$ cat config.mk
export PLATFORM = sky130hd
export DESIGN_NAME = stage_mem
export DESIGN_NICKNAME = d
export VERILOG_FILES = /design/src/rtl/riscv_mem_pkg.sv /design/src/rtl/load_align.sv /design/src/rtl/stage_mem.sv
export SDC_FILE = /design/constraint.sdc
export NUM_CORES = 1
export LEC_CHECK = 0
export ABC_AREA = 0
export CAP_MARGIN = 30
export CORE_ASPECT_RATIO = 0.75
export CORE_UTILIZATION = 35
export CTS_CLUSTER_DIAMETER = 100
export CTS_CLUSTER_SIZE = 8
export DETAILED_ROUTE_END_ITERATION = 10
export DONT_BUFFER_PORTS = 1
export GPL_ROUTABILITY_DRIVEN = 0
export MAX_ROUTING_LAYER = met4
export PLACE_DENSITY_LB_ADDON = 0.3
export REMOVE_ABC_BUFFERS = 1
export SLEW_MARGIN = 20
export SYNTH_ARGS = -nofsm -noshare
export SYNTH_HDL_FRONTEND = slang
export SYNTH_SLANG_ARGS = --single-unit
$ cat constraint.sdc
create_clock -name clk -period 4.23 [get_ports clk]
set_input_delay 0.846 -clock clk [delete_from_list [all_inputs] [get_ports clk]]
set_output_delay 0.846 -clock clk [all_outputs]
set_load 0.005 [all_outputs]
$ cat src/rtl/riscv_mem_pkg.sv
// Shared constants and helpers for the memory-access stage.
// Covers funct3 access sizes, FSM encoding and legality checks.
package riscv_mem_pkg;

  localparam logic [2:0] F3_B  = 3'b000;
  localparam logic [2:0] F3_H  = 3'b001;
  localparam logic [2:0] F3_W  = 3'b010;
  localparam logic [2:0] F3_BU = 3'b100;
  localparam logic [2:0] F3_HU = 3'b101;

  localparam logic [1:0] IDLE = 2'd0;
  localparam logic [1:0] WAIT = 2'd1;
  localparam logic [1:0] DONE = 2'd2;

  function automatic logic f3_ok(
    input logic [2:0] f3,
    input logic       st
  );
    logic r;
    if (st)
      r = f3 inside {F3_B, F3_H, F3_W};
    else
      r = f3 inside {F3_B, F3_H, F3_W, F3_BU, F3_HU};
    return r;
  endfunction

  function automatic logic aligned(
    input logic [2:0] f3,
    input logic [1:0] off
  );
    logic r;
    case (f3[1:0])
      2'b00:   r = 1'b1;
      2'b01:   r = ~off[0];
      2'b10:   r = (off == 2'b00);
      default: r = 1'b0;
    endcase
    return r;
  endfunction

endpackage

$ cat src/rtl/load_align.sv
// Picks the addressed byte/half out of a bus word and extends it.
// Unused funct3 codes pass the word through.
module load_align
  import riscv_mem_pkg::*;
(
  input  logic [31:0] rdata,
  input  logic [1:0]  byte_off,
  input  logic [2:0]  funct3,
  output logic [31:0] value
);

  logic [7:0]  b;
  logic [15:0] h;

  always_comb begin
    b = rdata[{byte_off, 3'b000} +: 8];
    h = byte_off[1] ? rdata[31:16] : rdata[15:0];
    value = rdata;
    unique case (1'b1)
      (funct3 == F3_B):  value = {{24{b[7]}}, b};
      (funct3 == F3_H):  value = {{16{h[15]}}, h};
      (funct3 == F3_BU): value = {24'd0, b};
      (funct3 == F3_HU): value = {16'd0, h};
      default:           value = rdata;
    endcase
  end

endmodule

$ cat src/rtl/stage_mem.sv
// MEM stage: req/ready data-memory master with lane steering,
// load extension, pipeline stall and fault/timeout reporting.
module stage_mem
  import riscv_mem_pkg::*;
#(
  parameter int TIMEOUT_CYCLES = 0,
  parameter int CNT_W          = 8
) (
  input  logic        clk,
  input  logic        reset,
  input  logic        mem_read,
  input  logic        mem_write,
  input  logic [2:0]  funct3,
  input  logic [31:0] addr,
  input  logic [31:0] store_data,
  output logic        dmem_req,
  output logic        dmem_we,
  output logic [31:0] dmem_addr,
  output logic [31:0] dmem_wdata,
  output logic [3:0]  dmem_be,
  input  logic [31:0] dmem_rdata,
  input  logic        dmem_ready,
  output logic [31:0] load_data,
  output logic        mem_stall,
  output logic        mem_fault
);

  localparam int TO_M1 =
    (TIMEOUT_CYCLES > 0) ? TIMEOUT_CYCLES - 1 : 0;
  localparam logic [CNT_W-1:0] TO_LAST = TO_M1[CNT_W-1:0];
  localparam logic [CNT_W-1:0] CNT_ONE = {{(CNT_W-1){1'b0}}, 1'b1};

  logic [1:0]       state, state_nx;
  logic [CNT_W-1:0] cnt;
  logic             access, ok;
  logic             ready_hit, tmo, fault_evt;
  logic [31:0]      ext;

  assign access    = mem_read | mem_write;
  assign ok        = f3_ok(funct3, mem_write)
                   & aligned(funct3, addr[1:0]);
  assign fault_evt = (state == IDLE) & access & ~ok;
  assign ready_hit = dmem_req & dmem_ready;
  assign tmo       = (TIMEOUT_CYCLES != 0) & (state == WAIT)
                   & (cnt == TO_LAST) & ~dmem_ready;

  // Gated by reset so an abandoned request drops without a clock.
  assign dmem_req  = ~reset & (((state == IDLE) & access & ok)
                   | (state == WAIT));
  assign mem_stall = dmem_req;
  assign dmem_we   = mem_write;
  assign dmem_addr = {addr[31:2], 2'b00};

  always_comb begin
    dmem_be    = 4'b1111;
    dmem_wdata = store_data;
    unique case (1'b1)
      (mem_write && funct3 == F3_B): begin
        dmem_be    = 4'b0001 << addr[1:0];
        dmem_wdata = {4{store_data[7:0]}};
      end
      (mem_write && funct3 == F3_H): begin
        dmem_be    = addr[1] ? 4'b1100 : 4'b0011;
        dmem_wdata = {2{store_data[15:0]}};
      end
      default: begin
        dmem_be    = 4'b1111;
        dmem_wdata = store_data;
      end
    endcase
  end

  always_comb begin
    state_nx = state;
    unique case (state)
      IDLE: if (access && ok)
              state_nx = dmem_ready ? DONE : WAIT;
      WAIT: if (dmem_ready || tmo)
              state_nx = DONE;
      DONE: state_nx = IDLE;
      default: state_nx = IDLE;
    endcase
  end

  load_align u_align (
    .rdata    (dmem_rdata),
    .byte_off (addr[1:0]),
    .funct3   (funct3),
    .value    (ext)
  );

  always_ff @(posedge clk or posedge reset) begin
    if (reset) begin
      state     <= IDLE;
      cnt       <= '0;
      load_data <= '0;
      mem_fault <= 1'b0;
    end else begin
      state     <= state_nx;
      cnt       <= (state == WAIT) ? cnt + CNT_ONE : '0;
      mem_fault <= fault_evt | tmo;
      if (fault_evt || tmo)
        load_data <= '0;
      else if (ready_hit)
        load_data <= mem_write ? 32'd0 : ext;
    end
  end

endmodule

# == Yosys cells after proc, flatten, opt, wreduce, memory -nomap -nowiden ==
# Index checks and enable logic that the tools add are counted.
# op_classes
n_eq_ne,9
shifts,2
n_mux,14
bitwise_logic,11
n_reduce_logical,11
# ops
op,n
32-bit one-hot mux with 4 select lines,1
32-bit two-way mux,3
32-bit one-hot mux with 2 select lines,1
32-bit by 6-bit indexed part select with 8-bit output,1
16-bit two-way mux,1
4-bit one-hot mux with 2 select lines,1
1-bit bitwise AND,6
3-bit equality test (second input constant),2
2-bit zero test,3
2-bit two-way mux,3
5-bit nonzero test,1
2-bit by 1-bit equality test with 1-bit output (second input constant),2
4-bit two-way mux,1
2-bit one-hot mux with 2 select lines,1
1-bit by 2-bit left shift with 4-bit output (first input constant),1
3-bit by 1-bit equality test with 1-bit output (second input constant),1
3-bit by 2-bit equality test with 1-bit output (second input constant),1
1-bit logical AND,3
3-bit zero test,1
1-bit inverter,3
1-bit one-hot mux with 3 select lines,1
3-bit nonzero test,1
2-bit equality test (second input constant),1
2-bit by 1-bit inequality test with 1-bit output (second input constant),1
other kinds (5),6
# totals
ff_bits,35
inputBits,104
out_inout_bits,104
elab_cells,50

# == Depth between registers and ports, before layout ==
# Gate-level depths: netlist of run 1.
# logic_depth
depth_word,10
depth_mapped,6
ltp_nobuf,4

# == Cells and area by module ==
# Synthesis of run 1 repeated with hierarchy kept, for this count alone.
# unflattened
cells_unflattened,309
hier_area_um2,2870.3
# modules_own_cells
module,n_inst,cells_each,area_per_inst_um2,seq_area_each_um2
stage_mem,1,188,2059.5,875.8
load_align,1,121,810.8,0.0

# == Worst setup path after synthesis of run 1 ==
# No wires, ideal clock.
# synth_path
path_kind,input-to-output
from,input port funct3[0]
to,output port dmem_wdata[15]
arrival_time_ns,2.017
required_ns,3.384
path_slack_ns,1.367
stages,6
n_path_buf,3
cell_sequence,buf_2 -> buf_1 -> nor3_2 -> clkbuf_1 -> nand2_1 -> nand2_1
# synth_via
elab_chain_cells,3
word_cells_on_any_way,5
cone_classes,eq/ne (1); mux (1); reduce/logical (3)
# synth_rtl
item,line_no,rtl
from (decl),stage_mem.sv:13,"input logic [2:0] funct3,"
3-bit by 1-bit equality test with 1-bit output or 3-bit zero test (tied branches),"stage_mem.sv:62, stage_mem.sv:58",
1-bit logical AND (on tied branches),"stage_mem.sv:62, stage_mem.sv:58",
32-bit one-hot mux with 2 select lines (*),stage_mem.sv:57,unique case (1'b1)
to (decl),stage_mem.sv:19,"output logic [31:0] dmem_wdata,"
# Mark *: on every way between the ends. The rest lies on a longest branch, timed or not.

# == Worst setup path after layout of run 1 ==
# layout_path
from,input port funct3[1]
to,output port dmem_wdata[26]
# Same word-level chain as after synthesis.

==> out/qor.log, run 1 <==
INFO  outcome        status=finished clean
INFO  cts            cts.path.max_buffers=2
INFO  route          route.detailed.drc=0
INFO  cts            post_cts.resized_instances=0
INFO  route          drt_pass1_iterations=7
INFO  timing         max_slew.worst_pin.slew=0.9750ns
INFO  floorplanning  placementRows=27
INFO  cts            tritoncts=built
INFO  grt            grt_first_pass_wirelength=14010um
INFO  finish         fill_cells=790
INFO  worst_setup_path timing.rr.start=state[0]$_DFFE_PP0P_
INFO  worst_setup_path critical_path.startpoint_type=input pin
INFO  timing         timing.final.hold_violations=0
INFO  cts            htree_levels=2
INFO  finish         multi_input_gate_area_in_the_final_layout=0.001406mm^2
INFO  timing         setup-violations-final=0
INFO  timing         final_period_minus_worst_setup_slack=2.964ns
INFO  timing         tns=0ns
INFO  cts            worst_skew_pair.late_latency=0.29ns
INFO  worst_setup_path critical_path_class=in -> out
INFO  worst_setup_path r2r_end=load_data[29]$_DFFE_PP0P_
INFO  grt            grt_max_degree=42
INFO  place          dpl-instance-area=0.002480mm^2
INFO  worst_setup_path timing.critical_path.to=dmem_wdata[26]
INFO  cts            clock-root-buffer=sky130_fd_sc_hd__clkbuf_8
INFO  yosys          sequential_share_of_the_synthesized_area=31.98%
INFO  grt            antenna_found_initial=0
INFO  cts            hold_buffers=0
INFO  yosys          netlist_instances=321
INFO  grt            grt_pass1_vias=2180
INFO  worst_hold_path type_of_the_tightest_min_delay_check=reg -> reg
INFO  route          drt-total-wl=9626um
INFO  worst_setup_path critPathRequiredTime=3.38ns
INFO  cts            cts_buffers=5
INFO  worst_setup_path timing.critical_path.arrival=2.12ns
INFO  finish         final_area=0.002587mm^2
INFO  yosys          postSynth.asyncResetShare=100.0%
INFO  worst_setup_path count_of_cells_along_the_worst_register_to_register_path=4
INFO  timing         slew_headroom=34.64%
INFO  place          placement.io_buffers=0
INFO  cts            number_of_buffers_inserted_by_post_cts_setup_repair=0
INFO  worst_setup_path worstSetupEndpointType=primary output
INFO  timing         timing.final.crit_share=70.07%
INFO  cts            path_clk_slew=0.07ns
INFO  yosys          synth_warnings=0
INFO  finish         final_nets=374
INFO  timing         fmax=337.4MHz
INFO  route          final_antenna_net_count=0
INFO  grt            grt-ovfl-total=0
INFO  yosys          count_of_flip_flops_with_a_built_in_enable_after_synthesis=0
INFO  place          detailed_place_hpwl=7631um
INFO  worst_setup_path critPathMaxFanout=41
INFO  power_and_ir_drop worst_ir_drop_vdd=0.1209mV
INFO  yosys          synthFlopType=sky130_fd_sc_hd__dfrtp_1
INFO  yosys          area_fraction_of_the_dominant_cell_type_after_synthesis=31.98%
INFO  timing         report.final.slew_viol_count=0
INFO  finish         num_antenna_cells=0
INFO  floorplanning  io_pins=208
INFO  yosys          library_cells_used_by_synthesis=41
INFO  floorplanning  die_h=78.61um
INFO  timing         grt_setup_unrepaired=no
INFO  route          drt_iter0_drc=246
INFO  route          route.detailed.vias_per_inst=6.177
INFO  power_and_ir_drop power_per_cell_area=298.8mW/mm^2
INFO  finish         final_layout_size_suffix_gt1_share=9.963%
INFO  worst_setup_path r2r_slack=2.33ns
INFO  yosys          synthMostInstantiatedCell=sky130_fd_sc_hd__nand2_1
INFO  yosys          synth.cells.most_frequent=65 x sky130_fd_sc_hd__nand2_1, 43 x sky130_fd_sc_hd__buf_4, 35 x sky130_fd_sc_hd__dfrtp_1
INFO  floorplanning  die-area=0.008187mm^2
INFO  worst_setup_path worstSetupStartpoint=funct3[1]
INFO  floorplanning  width_of_the_die=104.1um
INFO  yosys          ys_seq_elements=35
INFO  route          wl_per_cell=25.88um
INFO  route          routed-via-count=2298
INFO  finish         syn2layout_area_growth=-5.528%
INFO  grt            globalRouteTotalUtil=24.00%
INFO  cts            total_number_of_clock_tree_sinks=35
INFO  power_and_ir_drop static_leak=0.001254uW
INFO  job            timing.max_cap.violations=0
INFO  floorplanning  starting_utilization_of_the_core_area=36.69%
INFO  yosys          syn-cell-area=0.002739mm^2
INFO  yosys          synth_area_leader_cell=sky130_fd_sc_hd__dfrtp_1
INFO  yosys          netlist_top_cells_area=sky130_fd_sc_hd__dfrtp_1 32%, sky130_fd_sc_hd__buf_4 12%, sky130_fd_sc_hd__nand2_1 8.9%
INFO  timing         skew=0.003669ns
INFO  finish         seqCellArea=875.8um^2
INFO  floorplanning  floorplan.core_area=0.007466mm^2
INFO  yosys          synth.avg_cell_area=8.532um^2
INFO  timing         fin_hold_ws=0.4853ns
layout by cell type, fill, tap and decap left out, drive strengths merged:
cell type / synthesis / final
a22oi: 1 / 1
a222oi: 7 / 7
nor3: 9 / 9
nor2b: 4 / 4
nand2b: 9 / 9
a211oi: 2 / 2
o21ai: 5 / 5
o2bb2ai: 3 / 3
nor2: 12 / 12
a32o: 8 / 8
or2: 2 / 2
o22a: 1 / 1
a2111oi: 2 / 2
a22o: 20 / 20
mux2i: 6 / 6
a21oi: 6 / 6
inv: 12 / 12
nor4: 1 / 1
clkbuf: 10 / 8
a221oi: 2 / 2
conb: 1 / 2
o211ai: 1 / 1
a221o: 4 / 4
o21bai: 3 / 3
and3b: 2 / 2
dfrtp: 35 / 35
nand2: 65 / 65
a21o: 20 / 20
mux4: 1 / 1
mux2: 7 / 7
or3: 4 / 4
nor3b: 3 / 3
buf: 53 / 4
power breakdown:
group,leakage (uW),switching (uW),internal [uW]
combinational,0.000719,84.5,59.7
sequential,0.000483,12.1,348
clock,0.0000515,121,149
total,0.00125,217,556
cell families (layout without fill, tap and decap cells):
group	after synthesis	in the layout	synth area share (%)
flip-flops	35	35	31.98
AO/OA/AOI/OAI	85	85	26.13
AND/OR/NAND/NOR	111	111	19.05
buffers and inverters	75	24	16.81
multiplexers	14	14	5.893
other	1	2	0.1369
how the worst min path moves through the flow:
| stage | cells after the start | start | endpoint | slack (ns) |
|---|---|---|---|---|
| 2_1_floorplan | 1 | state[1]$_DFFE_PP0P_ | mem_fault$_DFF_PP0_ | 0.45 |
| 3_3_place_gp | 1 | state[1]$_DFFE_PP0P_ | mem_fault$_DFF_PP0_ | 0.47 |
| 3_5_place_dp | 1 | state[1]$_DFFE_PP0P_ | mem_fault$_DFF_PP0_ | 0.47 |
| 4_1_cts | 1 | state[1]$_DFFE_PP0P_ | mem_fault$_DFF_PP0_ | 0.48 |
| 5_1_grt | 1 | state[1]$_DFFE_PP0P_ | mem_fault$_DFF_PP0_ | 0.51 |
| 6_report | 1 | state[1]$_DFFE_PP0P_ | mem_fault$_DFF_PP0_ | 0.49 |
per-stage QoR:
step,worst slack [ns],total power [uW],utilization [%],instances
6_report,1.266,773.1,34.66,372
5_1_grt,1.203,812.6,34.66,372
4_1_cts,1.329,781.3,34.56,371
3_5_place_dp,1.320,511.1,33.22,363
3_3_place_gp,1.414,508.0,33.07,362
2_1_floorplan,1.560,475.5,-,259
area by class of cell:
type / instances / area share (%)
timing repair buffer: 4 / 1.306
multi-input combinational: 212 / 54.35
clock buffer: 8 / 3.868
sequential: 35 / 33.85
inverter: 12 / 1.741
tap: 101 / 4.884
critical path, cell delays in order:
cell and delay (ns):
sky130_fd_sc_hd__nand2b_1 0.17, sky130_fd_sc_hd__nor3_2 0.75, sky130_fd_sc_hd__a222oi_1 0.20, sky130_fd_sc_hd__inv_1 0.13
registers in the layout, indices dropped and copies added, names as in the netlist:
register   cells
load_data     32
state          2
mem_fault      1
metal layers:
layer	vias to the layer above	track usage (%)	wire length, um
li1	994	-	-
met1	1116	30.78	4158
met2	171	30.07	3649
met3	17	16.28	1630
met4	0	5.429	188
met5	-	-	0
Power figures use the tool's default switching activity.
==> inputs of run 2 (changes only) <==
Clock period 4.23 ns to 3 ns, I/O delays scaled along.
==> out/qor.log, run 2 (synthesized netlist as in run 1, its figures left out) <==
INFO  timing         setup-violations-final=0 [unchanged]
INFO  worst_setup_path critical_path_class=in -> out [unchanged]
INFO  cts            cts.path.max_buffers=2 [unchanged]
INFO  worst_setup_path critPathRequiredTime=2.40ns [was 3.38 ns]
INFO  timing         timing.final.hold_violations=0 [unchanged]
INFO  job            timing.max_cap.violations=0 [unchanged]
INFO  cts            path_clk_slew=0.07ns [about the same]
INFO  timing         skew=0.008804ns [was 0.003669 ns]
INFO  worst_setup_path worstSetupEndpointType=primary output [unchanged]
INFO  outcome        status=finished clean [unchanged]
INFO  route          wl_per_cell=26.09um [was 25.88 um]
INFO  finish         fill_cells=799 [was 790]
INFO  cts            tritoncts=built [unchanged]
INFO  timing         grt_setup_unrepaired=no [unchanged]
INFO  route          routed-via-count=2229 [was 2298]
INFO  floorplanning  placementRows=27 [unchanged]
INFO  worst_setup_path critical_path.startpoint_type=input pin [unchanged]
INFO  finish         highest_count_cells_in_the_layout_ignoring_fill_and_taps=65 x sky130_fd_sc_hd__nand2_1, 35 x sky130_fd_sc_hd__dfrtp_1, 20 x sky130_fd_sc_hd__a21o_1, 20 x sky130_fd_sc_hd__a22o_1 [unchanged]
INFO  floorplanning  die-area=0.008187mm^2 [unchanged]
INFO  floorplanning  width_of_the_die=104.1um [unchanged]
INFO  power_and_ir_drop worst_ir_drop_vdd=0.1824mV [was 0.1209 mV]
INFO  timing         max_slew.worst_pin.slew=0.7969ns [was 0.9750 ns]
INFO  power_and_ir_drop netSwitchingPower=307.8uW [was 217.2 uW]
INFO  cts            number_of_buffers_inserted_by_post_cts_setup_repair=0 [unchanged]
INFO  power_and_ir_drop seq_power_share=47.8% [was 46.5%]
INFO  timing         tns=0ns [unchanged]
INFO  floorplanning  floorplan.core_area=0.007466mm^2 [unchanged]
INFO  cts            worst_skew_pair.late_latency=0.29ns [about the same]
INFO  grt            grt_first_pass_wirelength=14280um [was 14010 um]
INFO  finish         final_layout_size_suffix_gt1_share=10.33% [was 9.963%]
INFO  route          route.detailed.drc=0 [unchanged]
INFO  grt            antenna_found_initial=1 [was 0]
INFO  grt            grt-ovfl-total=0 [unchanged]
INFO  route          route.detailed.vias_per_inst=5.976 [was 6.177]
INFO  power_and_ir_drop p_sw_share=28.98% [was 28.10%]
INFO  power_and_ir_drop cellInternalPower=754.2uW [was 555.9 uW]
INFO  worst_hold_path type_of_the_tightest_min_delay_check=in -> async [was reg -> reg]
INFO  route          drt_iter0_drc=216 [was 246]
INFO  grt            grt_pass1_vias=2199 [was 2180]
INFO  cts            cts_buffers=5 [unchanged]
INFO  grt            grt-busiest-layer=met1 [unchanged]
INFO  worst_setup_path timing.critical_path.arrival=1.72ns [was 2.12 ns]
INFO  place          dpl-instance-area=0.002491mm^2 [was 0.002480 mm^2]
INFO  route          final_antenna_net_count=0 [unchanged]
INFO  timing         report.final.slew_viol_count=0 [unchanged]
INFO  grt            grt_use_met2=30.60% [was 30.07%]
INFO  cts            clock-root-buffer=sky130_fd_sc_hd__clkbuf_8 [unchanged]
INFO  timing         timing.final.crit_share=77.37%
INFO  finish         final_area=0.002581mm^2 [was 0.002587 mm^2]
INFO  finish         syn2layout_area_growth=-5.756% [was -5.528%]
INFO  worst_setup_path critPathMaxFanout=41 [unchanged]
INFO  finish         final_nets=375 [was 374]
INFO  finish         most_common_cell_after_layout_fill_and_taps_aside=sky130_fd_sc_hd__nand2_1 [unchanged]
INFO  timing         fmax=430.8MHz
INFO  cts            total_number_of_clock_tree_sinks=35 [unchanged]
INFO  cts            hold_buffers=0 [unchanged]
INFO  finish         regMostFlops=load_data [unchanged]
INFO  grt            global_route.usage.met1=30.87% [was 30.78%]
INFO  place          placement.io_buffers=0 [unchanged]
INFO  cts            post_cts.resized_instances=0 [unchanged]
INFO  finish         layout_top_registers=load_data x32, state x2, mem_fault x1 [unchanged]
INFO  power_and_ir_drop power_per_cell_area=411.5mW/mm^2 [was 298.8 mW/mm^2]
INFO  cts            htree_levels=2 [unchanged]
INFO  grt            grt_max_degree=42 [unchanged]
INFO  floorplanning  starting_utilization_of_the_core_area=36.69% [unchanged]
INFO  power_and_ir_drop power.clock.fraction=33.0% [was 34.8%]
INFO  grt            globalRouteTotalUtil=24.73% [was 24.00%]
INFO  finish         seqCellArea=875.8um^2 [unchanged]
INFO  finish         largest_reg_flops=32 [unchanged]
INFO  power_and_ir_drop power.combinational.fraction=19.2% [was 18.6%]
INFO  route          drt_pass1_iterations=5 [was 7]
INFO  power_and_ir_drop static_leak=0.001254uW [about the same]
INFO  timing         final_period_minus_worst_setup_slack=2.321ns
INFO  place          detailed_place_hpwl=7605um [was 7631 um]
INFO  finish         post_route_core_utilization=34.57% [was 34.66%]
INFO  route          drt-total-wl=9732um [was 9626 um]
INFO  floorplanning  die_h=78.61um [unchanged]
INFO  floorplanning  io_pins=208 [unchanged]
INFO  finish         multi_input_gate_area_in_the_final_layout=0.001406mm^2 [unchanged]
INFO  timing         slew_headroom=46.70% [was 34.64%]
INFO  grt            met3_usage=17.36% [was 16.28%]
run 2: power by group through the flow:
stage | Sequential, uW | Clock [uW] | Combinational, uW
6_report | 507 | 351 | 204
5_1_grt | 509 | 389 | 226
4_1_cts | 507 | 360 | 206
3_5_place_dp | 516 | 0 | 205
3_3_place_gp | 516 | 0 | 201
2_1_floorplan | 510 | 0 | 160
run 2: path summary, 6_finish.rpt:
check	from	endpoint	slack, ns	cells past startpoint
worst min register to register	state[1]$_DFFE_PP0P_	mem_fault$_DFF_PP0_	0.50	1
worst max-delay path	funct3[1]	dmem_wdata[24]	0.68	4
worst max register to register	state[0]$_DFFE_PP0P_	load_data[5]$_DFFE_PP0P_	1.02	4
max in group asynchronous	reset	load_data[8]$_DFFE_PP0P_	2.36	2
worst min-delay path	reset	load_data[27]$_DFFE_PP0P_	0.30	2
min in group clk	dmem_ready	state[0]$_DFFE_PP0P_	0.36	1
run 2: per-layer routing:
metal / vias to the layer above / part of all wire [%]
met3: 14 / 18
met4: 0 / 2.1
met5: - / 0
met2: 149 / 39
met1: 1072 / 42
li1: 994 / -
run 2: critical path: stages:
cell	delay, ns
sky130_fd_sc_hd__nand2b_1	0.17
sky130_fd_sc_hd__or2_2	0.44
sky130_fd_sc_hd__a222oi_1	0.40
sky130_fd_sc_hd__inv_1	0.10
run 2: per-stage QoR:
step | hold WS (ns) | total power, uW | setup slack (ns) | std cells
2_1_floorplan | 0.4473 | 670.4 | 0.8223 | 259
3_3_place_gp | 0.4714 | 717.7 | 0.7512 | 365
3_5_place_dp | 0.4786 | 721.2 | 0.7005 | 365
4_1_cts | 0.3242 | 1074 | 0.6999 | 372
5_1_grt | 0.3335 | 1125 | 0.6169 | 373
6_report | 0.2972 | 1062 | 0.6789 | 373
run 2: cell type report:
type	instances	area share, %
Multi-Input combinational cell	212	54.48
Clock buffer	6	3.199
Tap cell	101	4.896
Antenna cell	1	0.09695
Sequential cell	35	33.93
Inverter	12	1.745
Timing Repair Buffer	5	1.454
Clock inverter	1	0.1939
